<file path="src/rtl/bexkat2_prefetch.sv">
// bexkat2_prefetch
//
// Instruction prefetch buffer between the bexkat2 core's instruction bus
// master and instruction memory. Sequential words are fetched ahead of the
// core into a small FIFO. Requests that match the oldest buffered word are
// acknowledged in the same cycle. Any other request flushes the FIFO and
// restarts the stream at the new address.
//
// Parameters:
//   DEPTH    number of buffered words (power of two, 2..16)
//
// Ports:
//   clk_i    clock, rising edge
//   rst_i    asynchronous active-low reset
//   cpu_cyc  core fetch request, held until cpu_ack
//   cpu_adr  core fetch address (bits [1:0] ignored)
//   cpu_ack  fetch complete, cpu_dat valid (combinational)
//   cpu_dat  instruction word (combinational)
//   inv      single-cycle pulse: invalidate buffer and stream
//   mem_cyc  memory cycle (registered)
//   mem_stb  memory strobe, identical to mem_cyc
//   mem_adr  memory word address, bits [1:0] always 0 (registered)
//   mem_ack  memory acknowledge
//   mem_dat  memory read data

module bexkat2_prefetch #(
  parameter int DEPTH = 4
) (
  input  logic        clk_i,
  input  logic        rst_i,
  input  logic        cpu_cyc,
  input  logic [31:0] cpu_adr,
  output logic        cpu_ack,
  output logic [31:0] cpu_dat,
  input  logic        inv,
  output logic        mem_cyc,
  output logic        mem_stb,
  output logic [31:0] mem_adr,
  input  logic        mem_ack,
  input  logic [31:0] mem_dat
);

  localparam int PW = $clog2(DEPTH);
  localparam int CW = PW + 1;

  typedef enum logic {
    IDLE  = 1'b0,
    FETCH = 1'b1
  } state_t;

  state_t          state_reg, state_next;
  logic            valid_reg, valid_next;
  logic [29:0]     head_adr_reg, head_adr_next;    // word address of oldest entry
  logic [29:0]     fetch_adr_reg, fetch_adr_next;  // next word address to request
  logic [CW-1:0]   count_reg, count_next;
  logic [PW-1:0]   rd_ptr_reg, rd_ptr_next;
  logic [PW-1:0]   wr_ptr_reg, wr_ptr_next;
  logic            discard_reg, discard_next;
  logic [29:0]     mem_adr_reg, mem_adr_next;

  logic [31:0]     buf_mem [DEPTH];

  logic            busy;
  logic            addr_match;
  logic            hit;
  logic            miss;
  logic            flush;
  logic            push;
  logic            pop;
  logic            unused_adr_bits;

  assign unused_adr_bits = ^cpu_adr[1:0];

  assign busy       = (state_reg == FETCH);
  assign addr_match = (cpu_adr[31:2] == head_adr_reg);

  // inv outranks everything else this cycle, so hit and miss are both
  // suppressed while it is asserted.
  assign hit   = cpu_cyc && !inv && valid_reg && addr_match && (count_reg != '0);
  assign miss  = cpu_cyc && !inv && !(valid_reg && addr_match);
  assign flush = inv || miss;

  // A fill is written only if it belongs to the current stream and the
  // stream is not being torn down in the same cycle.
  assign push = busy && mem_ack && !discard_reg && !flush;
  assign pop  = hit;

  assign cpu_ack = hit;
  assign cpu_dat = buf_mem[rd_ptr_reg];

  assign mem_cyc = busy;
  assign mem_stb = busy;
  assign mem_adr = {mem_adr_reg, 2'b00};

  always_comb begin
    state_next     = state_reg;
    valid_next     = valid_reg;
    head_adr_next  = head_adr_reg;
    fetch_adr_next = fetch_adr_reg;
    count_next     = count_reg;
    rd_ptr_next    = rd_ptr_reg;
    wr_ptr_next    = wr_ptr_reg;
    discard_next   = discard_reg;
    mem_adr_next   = mem_adr_reg;

    if (flush) begin
      count_next  = '0;
      rd_ptr_next = wr_ptr_reg;
      valid_next  = miss;
      if (miss) begin
        head_adr_next  = cpu_adr[31:2];
        fetch_adr_next = cpu_adr[31:2];
      end
      // A cycle still waiting for its ack must have its data dropped; one
      // that completes right now is simply ignored.
      discard_next = busy && !mem_ack;
    end else begin
      if (pop) begin
        rd_ptr_next   = rd_ptr_reg + PW'(1);
        head_adr_next = head_adr_reg + 30'd1;
      end
      if (push) begin
        wr_ptr_next    = wr_ptr_reg + PW'(1);
        fetch_adr_next = fetch_adr_reg + 30'd1;
      end
      case ({push, pop})
        2'b10:   count_next = count_reg + CW'(1);
        2'b01:   count_next = count_reg - CW'(1);
        default: count_next = count_reg;
      endcase
      if (busy && mem_ack && discard_reg) begin
        discard_next = 1'b0;
      end
    end

    case (state_reg)
      IDLE: begin
        // Only IDLE can start a cycle, so busy is 0 here and the room
        // check reduces to count < DEPTH.
        if (valid_reg && !flush && (count_reg < CW'(DEPTH))) begin
          state_next   = FETCH;
          mem_adr_next = fetch_adr_reg;
        end
      end
      FETCH: begin
        if (mem_ack) begin
          state_next = IDLE;
        end
      end
      default: state_next = IDLE;
    endcase
  end

  always_ff @(posedge clk_i or negedge rst_i) begin
    if (!rst_i) begin
      state_reg     <= IDLE;
      valid_reg     <= 1'b0;
      head_adr_reg  <= '0;
      fetch_adr_reg <= '0;
      count_reg     <= '0;
      rd_ptr_reg    <= '0;
      wr_ptr_reg    <= '0;
      discard_reg   <= 1'b0;
      mem_adr_reg   <= '0;
    end else begin
      state_reg     <= state_next;
      valid_reg     <= valid_next;
      head_adr_reg  <= head_adr_next;
      fetch_adr_reg <= fetch_adr_next;
      count_reg     <= count_next;
      rd_ptr_reg    <= rd_ptr_next;
      wr_ptr_reg    <= wr_ptr_next;
      discard_reg   <= discard_next;
      mem_adr_reg   <= mem_adr_next;
    end
  end

  // Buffer storage carries no reset; its contents are only visible after
  // a push has made them valid.
  always_ff @(posedge clk_i) begin
    if (push) begin
      buf_mem[wr_ptr_reg] <= mem_dat;
    end
  end

endmodule
</file>
<file path="config.mk">
export PLATFORM = sky130hd
export DESIGN_NAME = bexkat2_prefetch
export DESIGN_NICKNAME = d
export VERILOG_FILES = /design/src/rtl/bexkat2_prefetch.sv
export SDC_FILE = /design/constraint.sdc
export NUM_CORES = 1
export LEC_CHECK = 0
export CORE_ASPECT_RATIO = 1.4
export CORE_MARGIN = 2
export CORE_UTILIZATION = 45
export DETAILED_ROUTE_END_ITERATION = 7
export GPL_TIMING_DRIVEN = 0
export PLACE_DENSITY = 0.67
export SLEW_MARGIN = 5
export SYNTH_ARGS = -nofsm -noshare
export SYNTH_HDL_FRONTEND = slang
export SYNTH_SLANG_ARGS = --single-unit
</file>
<file path="constraint.sdc">
create_clock -name clk_i -period 4.1 [get_ports clk_i]
set_input_delay 0.82 -clock clk_i [delete_from_list [all_inputs] [get_ports clk_i]]
set_output_delay 0.82 -clock clk_i [all_outputs]
set_load 0.01 [all_outputs]
</file>
==> results summary, run 1 <==
The worst setup path is launched from a primary input. Setup violations remaining at the end of the flow were counted as 0. The wire length reported by the detailed router came out at 28300 microns.

The number of max-slew violations in the final report is 0. Timing would allow up to 248 MHz. The core utilization of the finished layout came out at 0.572. The nature of the critical path endpoint is an output port. The number of buffers inserted during clock tree synthesis is 24. Hold timing on the final database bottoms out at a slack of 0.273 ns. The worst vdd rail ir drop is 0.000287 V. The critical path contains buffers and inverters numbering 3 combined. The share of the synthesized area in the top cell type came out at 0.359. Walking the worst path, the cells encountered are clkdlybuf4s50_1 > xnor2_2 > nand4_1 > nor4_4 > nand3_4 > inv_1 > clkdlybuf4s50_1. The cell total after placement came out at 1244. The area of the die came out at 25100 sq um. The Yosys warning count came out at 0.

For this run, the register share of the synthesized area comes to 0.592. The core region area is 23300 sq um. The ratio of final minimum period to clock period came out at 0.982. The overall routing resource usage came out at 0.227. In the final timing run, aggregate negative setup slack is 0 ns. The mean number of vias per cell came out at 5.88.

The flow ran to the end, and the final reports show no timing, DRC or antenna violations. The total power after layout is 6.94 mW. The I/O pin total came out at 136.

The path class of the tightest hold or removal check is in2async. Summed over all layers, the global routing overflow is 0. After clock tree synthesis, the clock-pin slew on the worst setup and hold paths is 0.06 ns. Of the total power, registers draw 0.409. For this run, design rule violations remaining after detail routing come to 0. The register with the most flip-flops in the layout has 128 of them. The beginning of the worst register-to-register path is head_adr_reg[19]$_DFFE_PN0P_.

The critical path starts at cpu_adr[7]. The total leakage power is 4.80 nW. The async set or reset register ratio after synthesis is 0.439. The part of the power in the clock network is 0.331.

0 antenna diodes ended up in the layout. Summing all placed instances gives a cell area of 12400 sq um. Measured along the x axis, the die boundary spans 134 microns. The longest clock path from root to sink contains 3 buffers. The master cell of the clock root buffer is clkbuf_16. The number of hold violations in the final report is 0. After clock tree synthesis, the flow added hold-fix buffers numbering 0. The most frequent cell after synthesis is edfxtp_1. The number of unique standard cell types used by synthesis is 75. TritonCTS built the clock tree.

The number of global-route vias before repair came to 7729. Setup repair after global routing left no endpoint under its margin. For this run, the detailed router's first-pass iteration total came to 5. The clock sink total came out at 228. The number of synthesized register bits is 228.

In the final routed layout, each cell accounts on average for 22.0 microns. The summed instance area of the synthesized netlist is 10700 sq um. The post-layout worst setup margin is 0.0718 ns. The worst path required time came out at 3.28 ns. Across the run, the number of max-cap violations was 0.

Internal power comes to 5.03 mW. The switching power is 1.91 mW. The worst-skew pair later-pin latency came out at 0.52 ns. The power density relative to cell area is 520 nW/um^2. The arrival time of data at the critical path endpoint is 3.21 ns.

The worst slew margin relative to its limit came out at 0.320. The number of enable-type register cells in the synthesized netlist is 128. The area added between synthesis and finish came out at 24.4%.

The chip height is 187 microns. The HPWL after detailed placement is 20300 microns. The number of antenna violations at the first check in global routing is 0. The end of the worst register-to-register path is buf_mem[1][1]$_DFFE_PP_.

The number of core rows is 66. Among the stages of the critical path, the cell type that occurs most often is clkdlybuf4s50_1. The setup slack on the worst flop-to-flop path is 0.68 ns. The maximum number of pins on one net before global-route repair is 67. After synthesis, the mean cell area works out to 13.3 sq um. Of the cells placed in the final design, the portion with a size suffix greater than 1 is 0.155. In this run the number of H-tree levels came out at 1. In the synthesized netlist, the cells that appear most often are edfxtp_1 (128), dfrtp_1 (100), nand3_1 (51), nor2_1 (50), nand2_1 (43).

buf_mem holds more flip-flops than any other register. The wire length of the first global-routing pass came out at 44200 microns. Of the total power, the share spent switching nets is 0.275. The total number of nets in the final design is 1042. In this design, the largest share of critical-path delay is due to buffers and inverters. The finished layout holds 1290 standard cells, fillers aside. The portion of total power attributed to combinational logic came out at 0.260. In the synthesized netlist, the number of instances is 805. The violation count after the first detailed-routing iteration is 646. After routing the design area is 13300 sq um. The delay of the slowest cell on the worst path is 0.54 ns. The worst path needs 4.03 ns of the cycle, external delays included. The slowest stage of the critical path is the clkdlybuf4s50_1 cell. In this run the tool buffered the top-level ports with 131 buffer cells. Routability-driven placement finished with a final weighted congestion of 0.916. Yosys attributes the largest share of cell area to edfxtp_1 (36%), dfrtp_1 (23%), mux4_2 (6.7%). The total via count in the routed design is 7586. The initial cell density of the core is 0.460. The cell count of the worst reg-to-reg path came out at 6. The pin slew with the least headroom to its limit is 1.01 ns. The synthesized design spends more area on one cell type than any other, namely edfxtp_1. The startpoint-to-endpoint class of the critical path is in2out. Of all nets on the critical path, the largest fanout is 10. The commonest register cell after synthesis is edfxtp_1. The clock arrives with 0.0189 ns of skew. The count of nets left with antenna violations once routing finished came out at 0. The worst-case setup slack after placement came out at -0.279 ns.
[cells by family (layout without fill, tap and decap cells)]
group	count (synthesis)	in the layout	share of synthesized area
xor+xnor	32	32	0.0283
simple gates	289	289	0.147
mux	73	73	0.119
fa+ha+maj	7	7	0.00887
flops	228	228	0.592
buf+inv	57	235	0.0243
compound gates	118	118	0.0800
other cells	1	2	0.000350
[placed cells by master, fill, tap and decap left out, types with 5 or more instances in the layout]
master           count
a211oi_1            18
a21oi_1             20
a2bb2oi_1            5
a31oi_1              6
and2_1              11
and3_1              10
buf_2                7
buf_4                7
clkbuf_1            25
clkbuf_16           25
clkdlybuf4s50_1    130
dfrtp_1            100
edfxtp_1           128
ha_1                 6
inv_1               16
mux2_4              29
mux2i_1              9
mux4_2              32
nand2_1             43
nand3_1             51
nand4_1             25
nor2_1              49
nor3_1              41
nor4_1               8
o211ai_1             7
o21ai_0             12
o22a_1               5
o22ai_1              9
or3_1                5
or4_1                6
xnor2_1             26
xnor2_2              5
[final cells by class]
type	count	area [sq um]
fillers	1944	9960
flip-flops and latches	228	6350
multi-input cells	521	4150
repair buffers	134	1350
clock buffers	26	629
well taps	306	383
clock inverters	18	208
plain buffers	41	204
inverters	16	60.1
[layer usage]
layer | GRT usage | up-vias | wire [microns]
li1 | - | 3452 | -
met1 | 0.283 | 3763 | 11200
met3 | 0.0285 | 70 | 1590
met2 | 0.391 | 301 | 14400
met4 | 0.104 | 0 | 1140
met5 | 0 | - | 0
[power by group through the flow]
stage,Combinational [mW],Clock (mW),Sequential (mW)
CTS,1.82,2.33,2.84
detailed placement,1.81,0,2.88
floorplan,0.950,0,2.88
global route,1.92,2.42,2.87
finish,1.80,2.29,2.84
global placement,1.79,0,2.87
[worst register-to-register path, delay by kind of cell, from the launching register on]
family | cells | cell delay [ns]
AOI/OAI and AO/OA | 1 | 0.27
xor gates and xnor gates | 1 | 0.38
buffers and inverters | 1 | 0.29
DFF | 1 | 0.45
and+or+nand+nor | 3 | 1.64
[worst max-delay path by stage]
stage / slack [ns] / end / cells past startpoint
2_1_floorplan: 0.65 / buf_mem[0][0]$_DFFE_PP_ / 6
3_3_place_gp: -1.72 / mem_adr_reg[5]$_DFFE_PN0P_ / 1
3_5_place_dp: -0.28 / buf_mem[3][4]$_DFFE_PP_ / 7
4_1_cts: 0.005 / cpu_ack / 7
5_1_grt: 0.02 / cpu_ack / 7
6_report: 0.07 / cpu_ack / 7
[what timing repair did]
action,CTS,global route
gates resized for setup,1,10
buffers inserted,2,0
pin swaps,2,0
setup endpoints to repair,1,29
No activity file was read; power rests on OpenSTA's default activity.
==> run 2: changes to the inputs <==
--- a/config.mk
+++ b/config.mk
@@ -5,13 +5,15 @@
 export SDC_FILE = /design/constraint.sdc
 export NUM_CORES = 1
 export LEC_CHECK = 0
+export CELL_PAD_IN_SITES_DETAIL_PLACEMENT = 1
+export CELL_PAD_IN_SITES_GLOBAL_PLACEMENT = 1
 export CORE_ASPECT_RATIO = 1.4
 export CORE_MARGIN = 2
 export CORE_UTILIZATION = 45
 export DETAILED_ROUTE_END_ITERATION = 7
 export GPL_TIMING_DRIVEN = 0
-export PLACE_DENSITY = 0.67
-export SLEW_MARGIN = 5
+export PLACE_DENSITY_LB_ADDON = 0.1
+export SLEW_MARGIN = 20
 export SYNTH_ARGS = -nofsm -noshare
 export SYNTH_HDL_FRONTEND = slang
 export SYNTH_SLANG_ARGS = --single-unit
==> run 2 against run 1 <==
Net effect: flip-flop and latch count unchanged; register-to-register slack improved by 0.07 ns; via count increased by 3.4%; largest power group unchanged.
==> results summary, run 2 (synthesis results as in run 1) <==
The cell count of the worst reg-to-reg path is 8. The worst setup path is captured at an output port. The number of global-route vias before repair was 8610.

The top cell types in the final layout, fill and taps aside, are clkdlybuf4s50_1 (130), edfxtp_1 (128), dfrtp_1 (100). For this configuration, the core starts out at a cell density of 0.460. The signal on the critical path passes through clkdlybuf4s50_1 > xnor2_1 > nand4_1 > nor4_4 > nand3_4 > inv_1 > clkdlybuf4s50_1. The horizontal extent of the die came out at 134 microns. The setup path with the least slack is of type in2out. At the end of the flow the core is filled with cells to 0.576. Based on the critical path, the design can be clocked at up to 246 MHz. Measured against its own limit, the worst slew margin works out to 0.276. The total overflow left after global routing is 0. In this run the number of H-tree levels came out at 1. The global placer's final weighted congestion is 0.940. The number of design rule violations left after detail routing came out at 0. The violation count after the first detailed-routing iteration is 396.

The cell total after placement came out at 1248. Dividing the detail-routed wire length by the instance count gives 26.0 microns. The delay of the slowest cell on the worst path came out at 0.55 ns.

In the global route stage, overall resource usage came out at 0.273. The class of the most critical hold timing path is in2async. The end of the worst register-to-register path is buf_mem[3][9]$_DFFE_PP_.

The wire length of the first global-routing pass came out at 51900 microns. The setup slack on the worst flop-to-flop path came out at 0.75 ns. TritonCTS built the clock tree. The maximum clock skew at final layout is 0.0123 ns. The number of antenna violations at the first check in global routing is 0. At the pin with the least slew margin, the transition time is 1.08 ns.

Entering global routing, the biggest net connects 71 pins. The power density relative to cell area is 512 nW/um^2. The cell sitting at the root of the clock tree is a clkbuf_16. The minimum clock period after layout came out at 4.06 ns. The number of buffers inserted by port buffering is 131. The worst path required time came out at 3.28 ns. The area added between synthesis and finish is 25.3%. The number of hold violations in the final report came to 0. Using the TritonRoute via totals, the vias-per-cell ratio works out to 6.06. The HPWL after detailed placement came out at 24800 microns. The number of core rows is 66. The leading cell type in the layout, fill and taps excluded is clkdlybuf4s50_1. The core region area came out at 23300 sq um. The startpoint identified for the worst register-to-register timing path is head_adr_reg[3]$_DFFE_PN0P_. The chip height came out at 187 microns. The first detailed-routing pass ran for 5 iterations. The clock-pin slew on the worst setup and hold paths came out at 0.06 ns. The wire length reported by the detailed router is 33600 microns. The final count of negative-setup-slack endpoints came out at 0.

The worst hold slack across all endpoints is 0.183 ns. The largest fanout on the critical path is 10. Dividing the final minimum period by the clock period gives 0.991. After the last flow step, the layout net total stands at 1047. The largest register by flop count is buf_mem. The clock sink total is 228. The final antenna diode count came out at 0. The number of standard cells in the layout, taps in and fillers out came out at 1294. The number of maximum-capacitance violations came out at 0. For this design, the slowest cell found on the critical path is clkdlybuf4s50_1. The number of hold buffers added after CTS is 0.

The run finished with clean final reports. The maximum root-to-sink buffer count came out at 3. The worst vdd rail ir drop is 0.000326 V.

Among the stages of the critical path, the cell type that occurs most often is clkdlybuf4s50_1. The number of max-slew violations in the final report was 0. STA classifies the critical path startpoint as a primary input. The area of the die came out at 25100 sq um. Once detail routing completed, the nets flagged for antenna violations numbered 0. 136 I/O pins were placed.

Summing internal, switching and leakage power gives 6.87 mW. The arrival time of data at the critical path endpoint came out at 3.24 ns. In this run the static leakage power is 4.86 nW. The register with the most flip-flops in the layout has 128 of them. The number of buffers inserted during clock tree synthesis is 24. The proportion of layout cells with a drive suffix above 1 is 0.163. For the worst-skew pair, the clock arrives at the later sink with an insertion delay of 0.52 ns.

Detailed routing inserted a total of 7842 vias.
## run 2: changes by cell type in the layout (fill, tap and decap cells not counted)
cell | previous run | this run
clkbuf_1 | 25 | 26
clkinvlp_4 | 4 | 1
buf_12 | 0 | 4
clkinv_1 | 3 | 5
xnor2_2 | 5 | 12
clkinv_4 | 0 | 2
inv_6 | 3 | 0
clkdlybuf4s15_2 | 0 | 3
bufinv_16 | 4 | 2
xnor2_1 | 26 | 19
clkbuf_2 | 3 | 0
buf_6 | 3 | 4
clkinv_2 | 3 | 5
## run 2: worst max-delay path by stage
stage                            from                          to  slack, ns  cells after the start
after global routing      cpu_adr[18]                     cpu_ack     -0.002                      7
after detailed placement  cpu_adr[19]                     cpu_ack      -0.47                      7
after global placement          rst_i  mem_adr_reg[3]$_DFFE_PN0P_      -1.79                      1
after floorplan            cpu_adr[2]     buf_mem[0][0]$_DFFE_PP_       0.65                      6
final                     cpu_adr[18]                     cpu_ack       0.04                      7
after CTS                 cpu_adr[20]                     cpu_ack      0.004                      7
## run 2: final cells by class
type                    instances  area [sq um]
plain buffers                  41           223
clock buffers                  27           633
clock inverters                16           134
fillers                      2322          9860
inverters                      16          60.1
multi-input cells             521          4200
flip-flops and latches        228          6350
well taps                     306           383
repair buffers                139          1440
## run 2: power by group
group	total [mW]	internal, mW	switching [mW]
Clock	2.13	1.23	0.900
Combinational	1.88	1.04	0.841
Sequential	2.86	2.64	0.218
## run 2: timing repair
action,4_1_cts,5_1_grt
setup buffers,2,1
pin swaps,2,4
endpoints found under the setup margin,8,1
gates resized for setup,11,6
## run 2: routing by layer
layer,part of all wire,vias up,global-route usage
met2,0.54,290,0.499
met1,0.37,4008,0.314
li1,-,3459,-
met5,0,-,0
met3,0.052,85,0.0394
met4,0.044,0,0.117
## run 2: stage by stage
step / setup TNS [ns] / instance area (sq um) / setup slack [ns]
4_1_cts: 0 / 13400 / 0.00400
6_report: 0 / 13400 / 0.0358
3_3_place_gp: -307.31 / 12400 / -1.79
3_5_place_dp: -24.76 / 12500 / -0.472
5_1_grt: -0.00207 / 13400 / -0.00207
2_1_floorplan: 0 / 10700 / 0.653
## run 2: worst max-delay path, delay by kind of cell
| family | cells | cell delay (ns) |
|---|---|---|
| xor+xnor | 1 | 0.33 |
| buf+inv | 3 | 1.16 |
| simple gates | 3 | 0.93 |
==> run 3: changes to the inputs <==
--- a/config.mk
+++ b/config.mk
@@ -10,6 +10,7 @@
 export CORE_ASPECT_RATIO = 1.4
 export CORE_MARGIN = 2
 export CORE_UTILIZATION = 45
+export CTS_BUF_LIST = sky130_fd_sc_hd__clkbuf_8
 export DETAILED_ROUTE_END_ITERATION = 7
 export GPL_TIMING_DRIVEN = 0
 export PLACE_DENSITY_LB_ADDON = 0.1
==> run 3 against run 2 <==
Net effect: non-clock buffer count is the same; total power down 3.4%; worst hold slack got worse by 0.018 ns; critical path depth unchanged; clock skew is 0.012 ns higher; via count grew 1.2%; sequential power about the same; cell area shrank 0.24%; global-route usage is 0.17 points lower; sequential share of layout area is 0.11 points higher; final cell count rose by 2.1%; clock power is 10% lower; largest power group unchanged.
==> results summary, run 3 (synthesis results as in run 1) <==
The average wire per cell in the routed design is 25.2 microns. The detailed router finished its first iteration with 361 violations. The proportion of layout cells with a drive suffix above 1 is 0.175.

The largest fanout on the critical path is 10. The multi-input gate area in the final layout is 4220 sq um. The number of flip-flops in the largest register came out at 128. The worst setup path is captured at an output port. For this design the ratio of total power to cell area is 496 nW/um^2.

Clock-pin slew was measured on the worst setup and hold paths at 0.06 ns. Counting flops per register, the top entry is buf_mem. The final antenna diode count came out at 0.

The clock sink total is 228. The portion of total power attributed to combinational logic is 0.282. The master cell of the clock root buffer is clkbuf_8. The area of the die came out at 25100 sq um. The number of design rule violations left after detail routing came out at 0. The number of maximum-capacitance violations came out at 0.

The initial cell density of the core is 0.460. The worst hold slack across all endpoints is 0.165 ns. The worst vdd rail ir drop is 0.000267 V. The net switching share of the total power is 0.297. The proportion of power drawn by flip-flops and latches came out at 0.429.

The flow ran to the end, and the final reports show no timing, DRC or antenna violations. Setup repair after global routing left no endpoint under its margin. The total number of H-tree levels came out at 2. The horizontal extent of the die came out at 134 microns.

The number of buffers inserted during clock tree synthesis is 38. The number of global-route vias before repair came out at 8720. The core region area is 23300 sq um. Row generation in the floorplan step produced 66 rows. The worst slew margin relative to its limit came out at 0.290. The part of the power in the clock network is 0.288. The maximum root-to-sink buffer count came out at 3. The ratio of final minimum period to clock period came out at 0.981. The number of hold violations in the final report came to 0. The critical path is of the in2out type. Routability-driven placement finished with a final weighted congestion of 0.940.

The chip height is 187 microns. The total leakage power is 4.92 nW. The I/O pin total is 136. The maximum number of pins on one net before global-route repair is 71.

The total power after layout is 6.64 mW. The internal cell power is 4.67 mW. The detailed-routing iteration count for the pre-antenna-repair pass is 5. The switching power came out at 1.97 mW. The total via count in the routed design came out at 7935. The area added between synthesis and finish is 24.9%. The HPWL after detailed placement is 24800 microns.

The maximum clock skew at final layout is 0.0243 ns. The CTS tree is built. The number of standard cells in the layout, taps in and fillers out is 1321.

The first global-routing pass estimated 51700 microns of wire. The leading cell type in the layout, fill and taps excluded is clkdlybuf4s50_1. The count of buffers added on input and output ports is 131. In the final design database the tool counted 1061 nets. The arrival time of data at the critical path endpoint came out at 3.20 ns. The number of max-slew violations in the final report was 0. Setup slack closes at 0.0788 ns. Across every metal layer, demand over resource in global routing totals 0.271. The worst-case setup slack after placement is -0.472 ns. The class of the most critical hold timing path is in2async. The highest clock frequency the design can meet came out at 249 MHz. The fill cell instance count of the final layout came out at 2333. The top cell types in the final layout, fill and taps aside, are clkdlybuf4s50_1 (130), edfxtp_1 (128), dfrtp_1 (100). The cell total after placement came out at 1248. At the pin with the least slew margin, the transition time is 1.06 ns. The minimum clock period after layout is 4.02 ns. The area taken by flip-flops and latches came out at 6350 sq um. The number of antenna violations at the first check in global routing is 0. The worst-skew pair later-pin latency came out at 0.54 ns. After detailed routing, the number of vias per cell comes to 6.01. STA classifies the critical path startpoint as a primary input. The worst path required time came out at 3.28 ns.

The final count of negative-setup-slack endpoints is 0. The count of nets left with antenna violations once routing finished came out at 0. For this block, the routed nets add up to 33300 microns of wire. The remaining global-route overflow came out at 0.
run 3: cell types whose count changed in the layout (fill, tap and decap cells not counted):
cell	previous run	this run
bufinv_16	2	0
clkbuf_1	26	24
clkbuf_16	25	0
clkbuf_8	0	44
clkinv_1	5	6
clkinv_4	2	0
clkinvlp_2	1	0
clkinvlp_4	1	0
inv_1	16	29
inv_6	0	2
xnor2_1	19	17
xnor2_2	12	14
run 3: worst paths after layout:
check / from / end / slack, ns / depth (start not counted)
worst min-delay path: rst_i / head_adr_reg[22]$_DFFE_PN0P_ / 0.16 / 1
min in group clk_i: mem_adr_reg[29]$_DFFE_PN0P_ / mem_adr_reg[29]$_DFFE_PN0P_ / 0.51 / 1
worst max-delay path: cpu_adr[24] / cpu_ack / 0.08 / 7
worst max register to register: head_adr_reg[22]$_DFFE_PN0P_ / buf_mem[3][6]$_DFFE_PP_ / 0.76 / 7
worst min register to register: mem_adr_reg[29]$_DFFE_PN0P_ / mem_adr_reg[29]$_DFFE_PN0P_ / 0.51 / 1
max in group asynchronous: rst_i / mem_adr_reg[25]$_DFFE_PN0P_ / 3.26 / 2
run 3: metrics by stage:
stage / utilization / instance area (sq um) / setup TNS, ns
5_1_grt: 0.575 / 13400 / 0
4_1_cts: 0.572 / 13300 / 0
3_5_place_dp: 0.538 / 12500 / -24.76
6_report: 0.575 / 13400 / 0
2_1_floorplan: - / 10700 / 0
3_3_place_gp: 0.533 / 12400 / -307.31
run 3: power groups by stage:
stage	Combinational [mW]	Clock, mW	Sequential [mW]
floorplan	0.950	0	2.88
global placement	1.80	0	2.87
detailed placement	1.86	0	2.89
CTS	1.88	1.97	2.85
global route	1.99	2.07	2.88
finish	1.87	1.91	2.85
run 3: area by class of cell:
class	instances	share of cell area
Buffer	41	0.0166
Clock buffer	44	0.0452
Clock inverter	26	0.00850
Inverter	16	0.00448
Multi-Input combinational cell	521	0.315
Sequential cell	228	0.474
Tap cell	306	0.0286
Timing Repair Buffer	139	0.108
run 3: critical path, stage by stage:
cell,delay (ns)
clkdlybuf4s50_1,0.44
xnor2_1,0.41
nand4_2,0.21
nor4_4,0.38
nand3_4,0.24
inv_1,0.14
clkdlybuf4s50_1,0.55
run 3: layer usage:
metal / routed length, microns / vias up / global-route usage / share of wire
li1: - / 3497 / - / -
met4: 1370 / 0 / 0.117 / 0.041
met2: 17800 / 268 / 0.491 / 0.54
met3: 1490 / 75 / 0.0416 / 0.045
met1: 12600 / 4095 / 0.314 / 0.38
met5: 0 / - / 0 / 0
run 3: repair_timing:
action | in CTS | in global routing
setup endpoints to repair | 26 | 1
buffers inserted | 2 | 1
hold buffers | 0 | 0
pin swaps | 2 | 4
gates resized for setup | 11 | 8
==> variant 1, RTL diff (config.mk and constraints of run 2) <==
`DEPTH`: 4 -> 8.
--- a/src/rtl/bexkat2_prefetch.sv
+++ b/src/rtl/bexkat2_prefetch.sv
@@ -24,7 +24,7 @@
 //   mem_dat  memory read data
 
 module bexkat2_prefetch #(
-  parameter int DEPTH = 4
+  parameter int DEPTH = 8
 ) (
   input  logic        clk_i,
   input  logic        rst_i,
Formal check against the unedited RTL: same outputs for any inputs over 4 cycles, from zero or initial values and one cycle with rst_i low; that may be too few to reach the edited logic, so the function may still have changed.
==> variant 1 against run 2 <==
Worst setup slack got worse by 0.011 ns. Wire length increased by 36%. Final cell count increased by 34%. Hold slack improved by 0.017 ns. Synthesized area increased by 46%. Sequential cell count is 131 higher. Critical endpoint is now buf_mem[2][11]. Power grew 53%. Sequential power grew 51%. Critical path depth is 4 higher. Design area rose by 46%. Clock power is 72% higher. Sequential share of layout area up 5.2 points. Count of clock-buffer cells in the layout is 12 higher.
==> variant 1: results (changes against run 2) <==
| Metric | Value |
|---|---|
| Worst Tran Pin Value | `1.17 ns (+0.0944 ns)` |
| Setup crit start | `cpu_adr[8]` |
| Largest register FFs | `256 (+100%)` |
| Number of synthesized flops with an enable pin | `256 (+100%)` |
| End of the critical path | `buf_mem[2][11]` |
| 1st-iter DRT viols | `587 (+48%)` |
| Hpwl dp | `32300 um (+31%)` |
| Main synth FF type | `edfxtp_1` |
| Tot GR Track Use | `0.259 (-0.0132)` |
| Register area share after synthesis | `0.657 (+0.0652)` |
| Worst Path Arrival | `4.32 ns (+1.08 ns)` |
| TritonRoute pass-1 iters | `4 (-1)` |
| Cell Area, Placed | `0.0179 mm^2 (+43%)` |
| R2r setup slk | `0.26 ns (-0.49 ns)` |
| Drt wl/cell | `26.3 um (+1.1%)` |
| Final nets | `1330 (+27%)` |
| Initial antenna violation count | `1 (+1)` |
| Fraction of layout instances using a drive strength above 1 | `0.234 (+0.0711)` |
| Sw frac | `0.267 (-0.0178)` |
| Critical Path End Type | `flop` |
| Post-synth top cells | `256 x edfxtp_1, 103 x dfrtp_1, 77 x nand2_1` |
| R2R depth | `12 (+4)` |
| # fillers | `3257 (+40%)` |
| Vias in the first global route | `11273 (+31%)` |
| Crit Reg-Reg Startpoint | `head_adr_reg[3]` |
| Synth cell types | `65 (-13%)` |
| Worst-skew pair later-pin latency | `0.54 ns (+0.02 ns)` |
| H-tree depth | `2 (+1)` |
| Post-synth ARST share | `0.287 (-0.152)` |
| Clock Tree Buf Depth | `3 (unchanged)` |
| Routability Congestion | `0.923 (-1.8%)` |
| Status | `completed` |
| Leak | `6.81 nW (+40%)` |
| CP max stage delay | `0.53 ns (-0.02 ns)` |
| VDD IR-drop max | `0.000287 V (-12%)` |
| Top post-synthesis cells by area | `edfxtp_1 49%, dfrtp_1 17%, mux4_2 9.2%` |
| First-pass GRT wire length | `69800 um (+34%)` |
| Setup Skew | `0.0161 ns (+0.00373 ns)` |
## variant 1: cell type report
| cell class | instances | area [um^2] | area share |
|---|---|---|---|
| inverter | 13 | 48.8 | 0.00249 |
| clock buffer | 39 | 933 | 0.0477 |
| antenna | 1 | 2.50 | 0.000128 |
| clock inverter | 28 | 375 | 0.0192 |
| multi-input combinational | 603 | 5290 | 0.270 |
| buffer | 60 | 297 | 0.0152 |
| tap | 451 | 564 | 0.0288 |
| sequential | 359 | 10300 | 0.525 |
| timing repair buffer | 180 | 1790 | 0.0917 |
## variant 1: power groups by stage
stage	clock [W]	sequential, W	combinational (W)
after floorplan	0	0.00439	0.00138
after global placement	0	0.00439	0.00242
after detailed placement	0	0.00439	0.00249
after CTS	0.00374	0.00433	0.00254
after global routing	0.00385	0.00436	0.00270
final	0.00367	0.00433	0.00251
## variant 1: worst min-delay path by stage
| stage | end | slack [ns] | cells past startpoint |
|---|---|---|---|
| finish | mem_adr_reg[6] | 0.20 | 1 |
| global route | mem_adr_reg[6] | 0.22 | 1 |
| CTS | head_adr_reg[13] | 0.20 | 1 |
| detailed placement | mem_adr_reg[17] | 0.50 | 1 |
| global placement | valid_reg | 0.49 | 1 |
| floorplan | valid_reg | 0.47 | 1 |
## variant 1: kinds of logic (layout without fill, tap and decap cells)
kind of cell    after synthesis  count (layout)  synth area share
other cells                   1               3          0.000240
flops                       359             359             0.657
simple gates                280             280            0.0916
fa+ha+maj                     7               7           0.00609
xor+xnor                     42              42            0.0236
mux                         131             131             0.140
buf+inv                      73             320            0.0203
compound gates              141             141            0.0608
## variant 1: what timing repair did
item / CTS / global route
setup endpoints to repair: 292 / 32
setup buffers: 15 / 0
resized for setup: 59 / 14
pin swaps: 21 / 0
## variant 1: per-layer routing
metal  up-vias  track usage  part of all wire
met1      5299        0.297              0.37
met2       303        0.474              0.54
met4         0        0.133             0.055
met3       123       0.0330             0.037
li1       4483            -                 -
met5         -            0                 0
## variant 1: metrics by stage
stage               hold WS [ns]  setup WS (ns)  total power [W]   util
global placement           0.491          -5.44          0.00681  0.513
finish                     0.201         0.0244           0.0105  0.573
global route               0.219       -0.00884           0.0109  0.573
CTS                        0.203        -0.0200           0.0106  0.572
floorplan                  0.473          -1.02          0.00577      -
detailed placement         0.495          -1.38          0.00688  0.526
==> variant 2, RTL diff (flow settings as in run 2) <==
Without the edit above. Make the reset (`rst_i`) synchronous in one clocked block. Comments in the files are not updated.
--- a/src/rtl/bexkat2_prefetch.sv
+++ b/src/rtl/bexkat2_prefetch.sv
@@ -151,7 +151,7 @@
     endcase
   end
 
-  always_ff @(posedge clk_i or negedge rst_i) begin
+  always_ff @(posedge clk_i) begin
     if (!rst_i) begin
       state_reg     <= IDLE;
       valid_reg     <= 1'b0;
Function: differs if rst_i is asserted again (counterexample within 4 cycles, from zero or initial values and one cycle with rst_i low); with rst_i held inactive, the same outputs for 4 cycles.
==> variant 2 against run 2 <==
Wire length rose by 1.7%. Die area fell by 3.3%. Via count rose by 5.5%. Worst setup slack improved by 0.023 ns. Synthesized area fell by 3.4%. Maximum frequency rose by 0.56%. Sequential cell count rose by 2. Design area fell by 3.8%. Utilization fell by 0.32 points. Hold slack improved by 0.28 ns. Sequential share of layout area fell by 1.7 points. Critical path depth did not move. Critical endpoint unchanged. Largest cell class unchanged. Highest routed layer unchanged.
Power is not compared: it rests on default switching activity, and its combinational part moved more than twofold at a synthesized area within 25%.
==> variant 2: results (changes against run 2) <==
| Metric | Value |
|---|---|
| VDD IR-drop max | `0.000252 V` |
| Register area share after synthesis | `0.569 (-0.0234)` |
| Final nets | `1115 (+6.5%)` |
| HP Class | `flop to flop` |
| First-pass GRT wire length | `51800 um (-0.25%)` |
| Crit path max fanout | `5 (-5)` |
| Worst Path Arrival | `3.22 ns (-0.02 ns)` |
| Vias in the first global route | `8597 (-0.15%)` |
| Synth cell types | `74 (-1.3%)` |
| Synthesis warning total | `0 (unchanged)` |
| Dpl ws | `-0.579 ns (-0.107 ns)` |
| Initial antenna violation count | `0 (unchanged)` |
| 1st-iter DRT viols | `590 (+49%)` |
| Worst Tran Pin Value | `1.04 ns (-0.0393 ns)` |
| Post-synth ARST share | `0 (-0.439)` |
| H-tree depth | `1 (unchanged)` |
| Ant diodes | `0 (unchanged)` |
| Post-synth top cells | `128 x edfxtp_1, 102 x dfxtp_1, 80 x nand2_1` |
| Drt wl/cell | `25.2 um (-2.9%)` |
| Fraction of layout instances using a drive strength above 1 | `0.110 (-0.0529)` |
| Routability Congestion | `0.933 (-0.77%)` |
| Setup crit start | `cpu_adr[24]` |
| Crit Reg-Reg Startpoint | `head_adr_reg[2]` |
| Hpwl dp | `24900 um (+0.70%)` |
| DR vias | `8275 (+5.5%)` |
| I/O Buffers | `129 (-1.5%)` |
| Largest net degree at the start of global routing | `25 (-65%)` |
| Setup Skew | `0.0217 ns (+0.00936 ns)` |
| Top post-synthesis cells by area | `edfxtp_1 37%, dfxtp_1 20%, mux4_2 7.0%` |
| CP max stage delay | `0.60 ns (+0.05 ns)` |
| Status | `completed` |
| Inserted Clock Buffers | `23 (-4.2%)` |
| Cell Area, Placed | `0.0121 mm^2 (-3.2%)` |
| Tot GR Track Use | `0.280 (+0.00752)` |
==> variant 2: power groups by stage <==
stage	Clock, W	Sequential, W	Combinational [W]
after floorplan	0	0.00254	0.000207
after detailed placement	0	0.00255	0.000421
final	0.00207	0.00250	0.000432
after CTS	0.00211	0.00250	0.000423
after global placement	0	0.00255	0.000413
after global routing	0.00219	0.00251	0.000456
==> variant 2: path summary, 6_finish.rpt <==
check / endpoint / slack [ns] / cells past startpoint
hold reg to reg: mem_adr_reg[3] / 0.46 / 2
setup / recovery: cpu_ack / 0.06 / 7
setup reg to reg: buf_mem[0][29] / 0.58 / 7
hold / removal: mem_adr_reg[3] / 0.46 / 2
==> variant 2: cell type report <==
| class | instances | area [um^2] |
|---|---|---|
| clock inverters | 12 | 114 |
| repair buffers | 135 | 1410 |
| multi-input cells | 579 | 4220 |
| flip-flops and latches | 230 | 5890 |
| inverters | 15 | 56.3 |
| clock buffers | 29 | 608 |
| plain buffers | 54 | 241 |
| fillers | 2370 | 9610 |
| well taps | 301 | 377 |
==> variant 2: cells by family after synthesis <==
family | Yosys count | synth area share
AOI/OAI and AO/OA | 175 | 0.111
xor gates and xnor gates | 39 | 0.0330
adders and majority gates | 8 | 0.0104
buffers and inverters | 69 | 0.0285
DFF | 230 | 0.569
muxes | 65 | 0.102
other | 1 | 0.000362
and+or+nand+nor | 290 | 0.146
==> variant 2: metrics by stage <==
step,util,std cells
2_1_floorplan,-,878
3_3_place_gp,0.534,1308
3_5_place_dp,0.538,1312
4_1_cts,0.572,1355
5_1_grt,0.573,1355
6_report,0.573,1355
==> variant 2: layer usage <==
metal | part of all wire | GRT usage | routed length (um)
met5 | 0 | 0 | 0
met4 | 0.065 | 0.159 | 2220
met3 | 0.049 | 0.0416 | 1690
met2 | 0.51 | 0.507 | 17400
met1 | 0.38 | 0.315 | 12800
==> variant 2: timing repair <==
action,4_1_cts,5_1_grt
gates resized for setup,3,7
buffers inserted,2,0
pin swaps,2,0
setup endpoints to repair,3,7
==> variant 2: worst reg2reg max path: stages, from the launching register on <==
cell      delay [ns]
dfxtp_1         0.44
xor2_1          0.13
or4_4           0.56
or4_4           0.52
o21ai_2         0.28
clkbuf_1        0.44
and3_2          0.62
buf_16          0.23
